$ cat src/rtl/risc_instr_encoder.sv
// -----------------------------------------------------------------------------
// risc_instr_encoder
//   Program-load front end of the 16-bit RISC CPU. Decoded instruction fields
//   arrive over a valid/ready stream. Each beat's opcode and immediate range are
//   checked, the fields are packed into a 16-bit word, and the word is written
//   into instruction memory at consecutive addresses from start_addr.
//
// Ports
//   clk, reset            single rising-edge clock, synchronous active-high reset
//   start, start_addr     1-cycle pulse opening a load session at start_addr
//   in_valid / in_ready   beat handshake; in_ready is high only while loading
//   in_opcode .. in_imm   instruction fields, sampled on acceptance
//   in_last               final instruction of the session
//   imem_we/addr/wdata    registered write port into instruction RAM
//   busy                  session active
//   done                  session finished, held until the next start
//   err                   1-cycle pulse: previous beat rejected
//   err_count             rejected beats this session, saturating at 255
//   overflow              session ended by address wrap, sticky until start
// -----------------------------------------------------------------------------
module risc_instr_encoder #(
  parameter int ADDR_W = 8
) (
  input  logic              clk,
  input  logic              reset,
  input  logic              start,
  input  logic [ADDR_W-1:0] start_addr,
  input  logic              in_valid,
  output logic              in_ready,
  input  logic [3:0]        in_opcode,
  input  logic [2:0]        in_rs,
  input  logic [2:0]        in_rt,
  input  logic [2:0]        in_rd,
  input  logic [2:0]        in_funct,
  input  logic [11:0]       in_imm,
  input  logic              in_last,
  output logic              imem_we,
  output logic [ADDR_W-1:0] imem_addr,
  output logic [15:0]       imem_wdata,
  output logic              busy,
  output logic              done,
  output logic              err,
  output logic [7:0]        err_count,
  output logic              overflow
);

  localparam logic [ADDR_W-1:0] LAST_ADDR = {ADDR_W{1'b1}};
  localparam logic [ADDR_W-1:0] ADDR_ONE  = {{(ADDR_W-1){1'b0}}, 1'b1};

  typedef enum logic [1:0] {
    IDLE = 2'd0,
    LOAD = 2'd1,
    DONE = 2'd2
  } state_t;

  state_t            state_r;
  state_t            state_next_s;
  logic [ADDR_W-1:0] wptr_r;
  logic              accept_s;
  logic              legal_s;
  logic              wrap_s;
  logic [15:0]       word_s;

  // Opcode legality plus, for I-type, the signed 6-bit immediate range check.
  function automatic logic beat_legal(input logic [3:0] op, input logic [11:0] imm);
    logic ok;
    ok = 1'b0;
    case (op)
      4'b0000, 4'b0001, 4'b1011, 4'b1100:
        ok = (imm[11:5] == 7'b0000000) || (imm[11:5] == 7'b1111111);
      4'b0010, 4'b0011, 4'b0100, 4'b0101, 4'b0110,
      4'b0111, 4'b1000, 4'b1001, 4'b1101:
        ok = 1'b1;
      default:
        ok = 1'b0;
    endcase
    return ok;
  endfunction

  // Field packing per instruction format; illegal opcodes pack to zero (never written).
  function automatic logic [15:0] pack_word(input logic [3:0] op, input logic [2:0] rs,
                                            input logic [2:0] rt, input logic [2:0] rd,
                                            input logic [2:0] fn, input logic [11:0] imm);
    logic [15:0] w;
    w = 16'h0000;
    case (op)
      4'b0000, 4'b0001, 4'b1011, 4'b1100:
        w = {op, rs, rt, imm[5:0]};
      4'b1101:
        w = {op, imm};
      4'b0010, 4'b0011, 4'b0100, 4'b0101, 4'b0110,
      4'b0111, 4'b1000, 4'b1001:
        w = {op, rs, rt, rd, fn};
      default:
        w = 16'h0000;
    endcase
    return w;
  endfunction

  // Handshake status decoded straight from the state register.
  always_comb begin
    in_ready = (state_r == LOAD);
    busy     = (state_r == LOAD);
  end

  // Beat qualification; a concurrent start drops the beat.
  always_comb begin
    accept_s = in_valid && (state_r == LOAD) && !start;
    legal_s  = beat_legal(in_opcode, in_imm);
    word_s   = pack_word(in_opcode, in_rs, in_rt, in_rd, in_funct, in_imm);
    wrap_s   = legal_s && (wptr_r == LAST_ADDR);
  end

  // Next-state logic for the load session.
  always_comb begin
    state_next_s = state_r;
    case (state_r)
      IDLE: begin
        if (start) state_next_s = LOAD;
        else       state_next_s = IDLE;
      end
      LOAD: begin
        if (start)                             state_next_s = LOAD;
        else if (accept_s && (in_last || wrap_s)) state_next_s = DONE;
        else                                   state_next_s = LOAD;
      end
      DONE: begin
        if (start) state_next_s = LOAD;
        else       state_next_s = DONE;
      end
      default: state_next_s = IDLE;
    endcase
  end

  // State register.
  always_ff @(posedge clk) begin
    if (reset) state_r <= IDLE;
    else       state_r <= state_next_s;
  end

  // Write pointer, registered memory port and session status flags.
  always_ff @(posedge clk) begin
    if (reset) begin
      wptr_r     <= {ADDR_W{1'b0}};
      imem_we    <= 1'b0;
      imem_addr  <= {ADDR_W{1'b0}};
      imem_wdata <= 16'h0000;
      err        <= 1'b0;
      err_count  <= 8'd0;
      overflow   <= 1'b0;
      done       <= 1'b0;
    end else begin
      imem_we <= 1'b0;
      err     <= 1'b0;
      if (start) begin
        wptr_r    <= start_addr;
        err_count <= 8'd0;
        overflow  <= 1'b0;
        done      <= 1'b0;
      end else begin
        // done trails entry into DONE by one cycle, i.e. the cycle after the
        // terminating write/err pulse.
        done <= (state_r == DONE);
        if (accept_s) begin
          if (legal_s) begin
            imem_we    <= 1'b1;
            imem_addr  <= wptr_r;
            imem_wdata <= word_s;
            wptr_r     <= wptr_r + ADDR_ONE;
            if (wrap_s) overflow <= 1'b1;
            else        overflow <= overflow;
          end else begin
            err <= 1'b1;
            if (err_count != 8'hFF) err_count <= err_count + 8'd1;
            else                    err_count <= err_count;
          end
        end else begin
          wptr_r <= wptr_r;
        end
      end
    end
  end

endmodule

$ cat config.mk
export PLATFORM = sky130hd
export DESIGN_NAME = risc_instr_encoder
export DESIGN_NICKNAME = d
export VERILOG_FILES = /design/src/rtl/risc_instr_encoder.sv
export SDC_FILE = /design/constraint.sdc
export NUM_CORES = 1
export LEC_CHECK = 0
export CORE_ASPECT_RATIO = 1.1
export CORE_MARGIN = 2
export CORE_UTILIZATION = 47
export CTS_CLUSTER_DIAMETER = 50
export DETAILED_ROUTE_END_ITERATION = 16
export PLACE_DENSITY = 0.78
export SYNTH_ARGS = -nofsm -noshare
export SYNTH_HDL_FRONTEND = slang
export SYNTH_SLANG_ARGS = --single-unit
$ cat constraint.sdc
create_clock -name clk -period 3.34 [get_ports clk]
set_input_delay 0.334 -clock clk [delete_from_list [all_inputs] [get_ports clk]]
set_output_delay 0.334 -clock clk [all_outputs]
set_load 0.05 [all_outputs]
Word level (Yosys, flattened, before mapping)
Cells that the tools add are included.
{"block": "totals", "out_inout_bits": 38, "ff_bits": 46}
{"block": "op_classes", "add_sub_neg": 2, "bitwise": 3, "mux": 12, "eq_ne": 17, "n_reduce_logical": 21}
{"operator": "case mux 16 bit (3 select lines)", "count": 1}
{"operator": "two-way mux 8 bit", "count": 3}
{"operator": "== test 4 bit (second input constant)", "count": 5}
{"operator": "adder 8 x 1 -> 8 bit (second input constant)", "count": 2}
{"operator": "== test 4 x 3 -> 1 bit (second input constant)", "count": 4}
{"operator": "AND reduction 3 bit", "count": 3}
{"operator": "OR reduction 9 bit", "count": 1}
{"operator": "== test 4 x 2 -> 1 bit (second input constant)", "count": 2}
{"operator": "== test 8 bit (second input constant)", "count": 1}
{"operator": "inequality test 8 bit (second input constant)", "count": 1}
{"operator": "OR reduction 8 bit", "count": 1}
{"operator": "== test 7 bit (second input constant)", "count": 1}
{"operator": "logical NOT 7 bit", "count": 1}
{"operator": "two-way mux 2 bit", "count": 3}
{"operator": "case mux 2 bit (3 select lines)", "count": 1}
{"operator": "== test 4 x 1 -> 1 bit (second input constant)", "count": 1}
{"operator": "logical AND 1 bit", "count": 4}
{"operator": "logical NOT 4 bit", "count": 1}
{"operator": "nonzero test 2 bit", "count": 2}
{"operator": "OR reduction 4 bit", "count": 1}
{"operator": "two-way mux 1 bit", "count": 3}
{"operator": "NOT 1 bit", "count": 3}
{"operator": "OR reduction 3 bit", "count": 1}
{"operator": "== test 2 x 1 -> 1 bit (second input constant)", "count": 1}
{"operator": "7 further kinds", "count": 8}

Depth between registers and ports, before layout
{"block": "depth", "depth_word": 9, "ltp_mapped": 8, "ltp_nobuf": 6}

Worst setup path after synthesis
OpenSTA, ideal clock, no wires.
{"block": "synth_path", "kind": "reg-to-reg", "start": "register err_count[0]", "end": "register err_count[5]", "arrival_ns": 2.032, "stages_incl_launch_ff": 7, "path_buffers": 0, "period_less_slack_ns": 2.102, "t_required_ns": 3.270, "slack_ns": 1.238, "cell_sequence": "dfxtp_1 ha_1 and3_1 a31oi_1 nand4_1 or4_1 a21oi_1"}
{"block": "synth_via", "elab_chain_len": 2, "elab_cells_between_ends": 3, "classes_between": "add/sub: 1; eq/ne: 1; reduce/logical: 1"}
{"item": "start, declared", "line": "43", "source": "output logic [7:0] err_count,"}
{"item": "start signal, assigned", "line": "174", "source": "if (err_count != 8'hFF) err_count <= err_count + 8'd1;"}
{"item": "start signal, assigned", "line": "175", "source": "else err_count <= err_count;"}
{"item": "parallel branches: the longest is 2 deep, another holds adder 8 x 1 -> 8 bit"}
Several ways; the timed one is not identified.
A chain may end at the register's enable or synchronous reset.

Final worst setup path
{"block": "layout_path", "start": "input port in_imm[8]", "end": "register wptr_r[7]"}
{"block": "layout_via", "elab_chain_len": 5, "elab_cells_between_ends": 6, "classes_between": "eq/ne: 1; mux: 1; reduce/logical: 4"}
{"item": "start, declared", "line": "35", "source": "input logic [11:0] in_imm,"}
{"item": "== test 7 bit / logical NOT 7 bit (equally long branches)", "line": "70", "source": "ok = (imm[11:5] == 7'b0000000) || (imm[11:5] == 7'b1111111);"}
{"item": "logical OR 1 bit *", "line": "70"}
{"item": "case mux 1 bit (2 select lines) *", "line": "68", "source": "case (op)"}
{"item": "nonzero test 2 bit (no source line) *"}
{"item": "AND reduction 2 bit (no source line) *"}
{"item": "end signal, assigned", "line": "144", "source": "wptr_r <= {ADDR_W{1'b0}};"}
{"item": "end signal, assigned", "line": "156", "source": "wptr_r <= start_addr;"}
{"item": "end signal, assigned", "line": "169", "source": "wptr_r <= wptr_r + ADDR_ONE;"}
{"item": "end, declared", "line": "58", "source": "logic [ADDR_W-1:0] wptr_r;"}
Mark *: on every way between the ends. The rest lies on a longest branch, timed or not.

==> results.tsv <==
metric	value	unit
p_leak	1.282	nW
vias	2878	
h-tree-depth	2	
cts_tree	built	
worst_pin_slew	738.4	ps
syn_inst	348	
drt_iter0_drc	172	
period_minus_slack	2522	ps
syn_nets	391	
maxSlewViolCount	0	
final_util	64.98	%
cts_resized	0	
grt_start_max_net_pins	51	
final_hold_viol_count	0	
rsz0062_at_grt	false	
cp-start-kind	input port	
numCtsBuffers	5	
fin_tns_setup	0	ps
path_max_fanout	18	
cts_setup_buffers	0	
cp_cell_sequence	clkdlybuf4s50_1 -> or4_4 -> nor4_4 -> o32a_1 -> o21ai_0 -> a221oi_1	
fmax	0.3965	GHz
clk_latency	300	ps
cpMaxStageDelayCell	o32a_1	
slew_headroom	50.78	%
final_nets	455	
cp-end-kind	flop	
holdPathStages	2	
antenna_found_initial	0	
numPortBuffers	78	
crit_type	in -> reg	
ys_warn_count	0	
die_h	86.12	um
cp.arrival	2720	ps
die_area	6774	sq um
r2r_cells	6	
hold_buffers	0	
rr_endpoint	err_count[5]	
cap_violations	0	
drt-met1-wl	3501	um
dpl_cell_area	3686	sq um
drcViolationCount	0	
syn-cell-area	2882	sq um
hold_end	imem_wdata[11]	
grt_util_all_layers	23.07	%
synthArstFlopShare	0	%
gp_congestion	0.8135	
powerDensity	330.3	nW/um^2
required	3540	ps
yosys_most_used_dff	dfxtp_1	
final_common_cell	clkdlybuf4s50_1	
n_antenna_cell	0	
numClockSinks	46	
finalWirelength	7758	um
grt-ovfl-total	0	
fp.coreArea	5842	sq um
grt_pass1_vias	2697	
vias_per_cell	5.873	
layout_common_cells	78 x clkdlybuf4s50_1, 46 x dfxtp_1, 30 x nand2b_1	
synth_edf_count	0	
hold_start	imem_wdata[11]	
rows	29	
grt_pass1_wl	12630	um
dr_wl_met2	3702	um
cts_buffer_depth	2	
dr.pass1.iters	5	
ant_nets	0	
path_clk_slew	90	ps
hold_path.class	reg -> reg	
regToRegStartpoint	err_count[0]	
fin_area	3796	sq um
clock_skew	7.284	ps
area_growth	31.74	%
cts_root_buf	clkbuf_8	
ff2ff_setup_slack	1290	ps
critical-path-max-stage-delay	660	ps
ys_types	52	
wl_met3	452	um
synth.avg_cell_area	8.280	sq um
drive_gt1_share	7.022	%
seq_area_frac_synth	31.96	%
ioPinCount	79	
finalSetupViolCount	0	
start_util	49.33	%
outcome	finished clean	
dr.max_layer_used	met4	
min_period_over_period	75.51	%
wl_per_cell	15.83	um
hpwl	5525	um
synth.ff_latch_count	46	
fp.dieW	78.66	um
ir_worst_vdd	0.0002957	V
cell families (layout without fill, tap and decap cells):
| family | after synthesis | count (layout) | share of synthesized area, % |
|---|---|---|---|
| buf+inv | 49 | 114 | 7.468 |
| simple gates | 137 | 137 | 28.31 |
| compound gates | 93 | 93 | 23.84 |
| flops | 46 | 46 | 31.96 |
| mux | 21 | 21 | 7.555 |
| fa+ha+maj | 2 | 2 | 0.8683 |
cells in the mapped netlist, types with 5 or more instances:
master / instances / area, sq um
and3_1: 12 / 75.07
nand2b_1: 30 / 187.7
nand3_1: 5 / 25.02
nand4_1: 7 / 43.79
mux2i_1: 15 / 150.1
o21ai_0: 11 / 55.05
clkbuf_1: 21 / 78.83
inv_1: 18 / 67.56
a21oi_1: 13 / 65.06
a221oi_1: 9 / 78.83
nand4b_1: 6 / 52.55
dfxtp_1: 46 / 920.9
nand2_1: 23 / 86.33
nor2b_1: 13 / 81.33
nor2_1: 12 / 45.04
o2bb2ai_1: 6 / 52.55
mux2_2: 6 / 67.56
a211oi_1: 27 / 202.7
nor3_1: 6 / 30.03
o31ai_1: 6 / 45.04
layer usage:
layer | GRT usage, % | vias up
li1 | - | 1423
met2 | 38.77 | 94
met1 | 30.62 | 1351
met4 | 6.380 | 0
met3 | 3.789 | 10
met5 | 0 | -
critical path: cells and delay by family:
family,cells,cell delay (ps)
simple gates,2,740
compound gates,3,1190
buf+inv,1,440
per-stage QoR:
step	cells	setup WS [ps]	hold slack, ps	power, mW
finish	490	818.1	466.3	1.254
global route	490	695.0	487.7	1.304
CTS	490	842.3	468.3	1.258
detailed placement	482	595.1	450.8	0.8504
global placement	482	639.2	446.5	0.8456
floorplan	348	1238	460.7	0.7445
area by class of cell:
cell class | count | area [sq um]
repair buffers | 88 | 855.8
multi-input cells | 253 | 1745
inverters | 18 | 67.56
flip-flops and latches | 46 | 920.9
well taps | 77 | 96.34
fillers | 499 | 2046
clock inverters | 2 | 37.54
clock buffers | 6 | 72.57
worst max-delay path by stage:
| stage | to | from | depth (start not counted) | slack, ps |
|---|---|---|---|---|
| after global placement | wptr_r[7] | in_imm[8] | 6 | 640 |
| after CTS | wptr_r[7] | in_imm[8] | 6 | 840 |
| final | wptr_r[7] | in_imm[8] | 6 | 820 |
| after detailed placement | wptr_r[7] | in_imm[8] | 6 | 600 |
| after floorplan | err_count[5] | err_count[0] | 6 | 1240 |
| after global routing | wptr_r[7] | in_imm[8] | 6 | 690 |
registers in the layout (all words and copies together) (netlist names):
signal      count
imem_wdata     16
err_count       8
imem_addr       8
wptr_r          8
state_r         2
done            1
err             1
imem_we         1
overflow        1
power by group:
group	switching, mW	internal, mW	total, mW
Sequential	0.0157	0.563	0.579
Clock	0.191	0.223	0.414
Combinational	0.141	0.120	0.261
Total	0.348	0.906	1.25
Power figures use the tool's default switching activity.
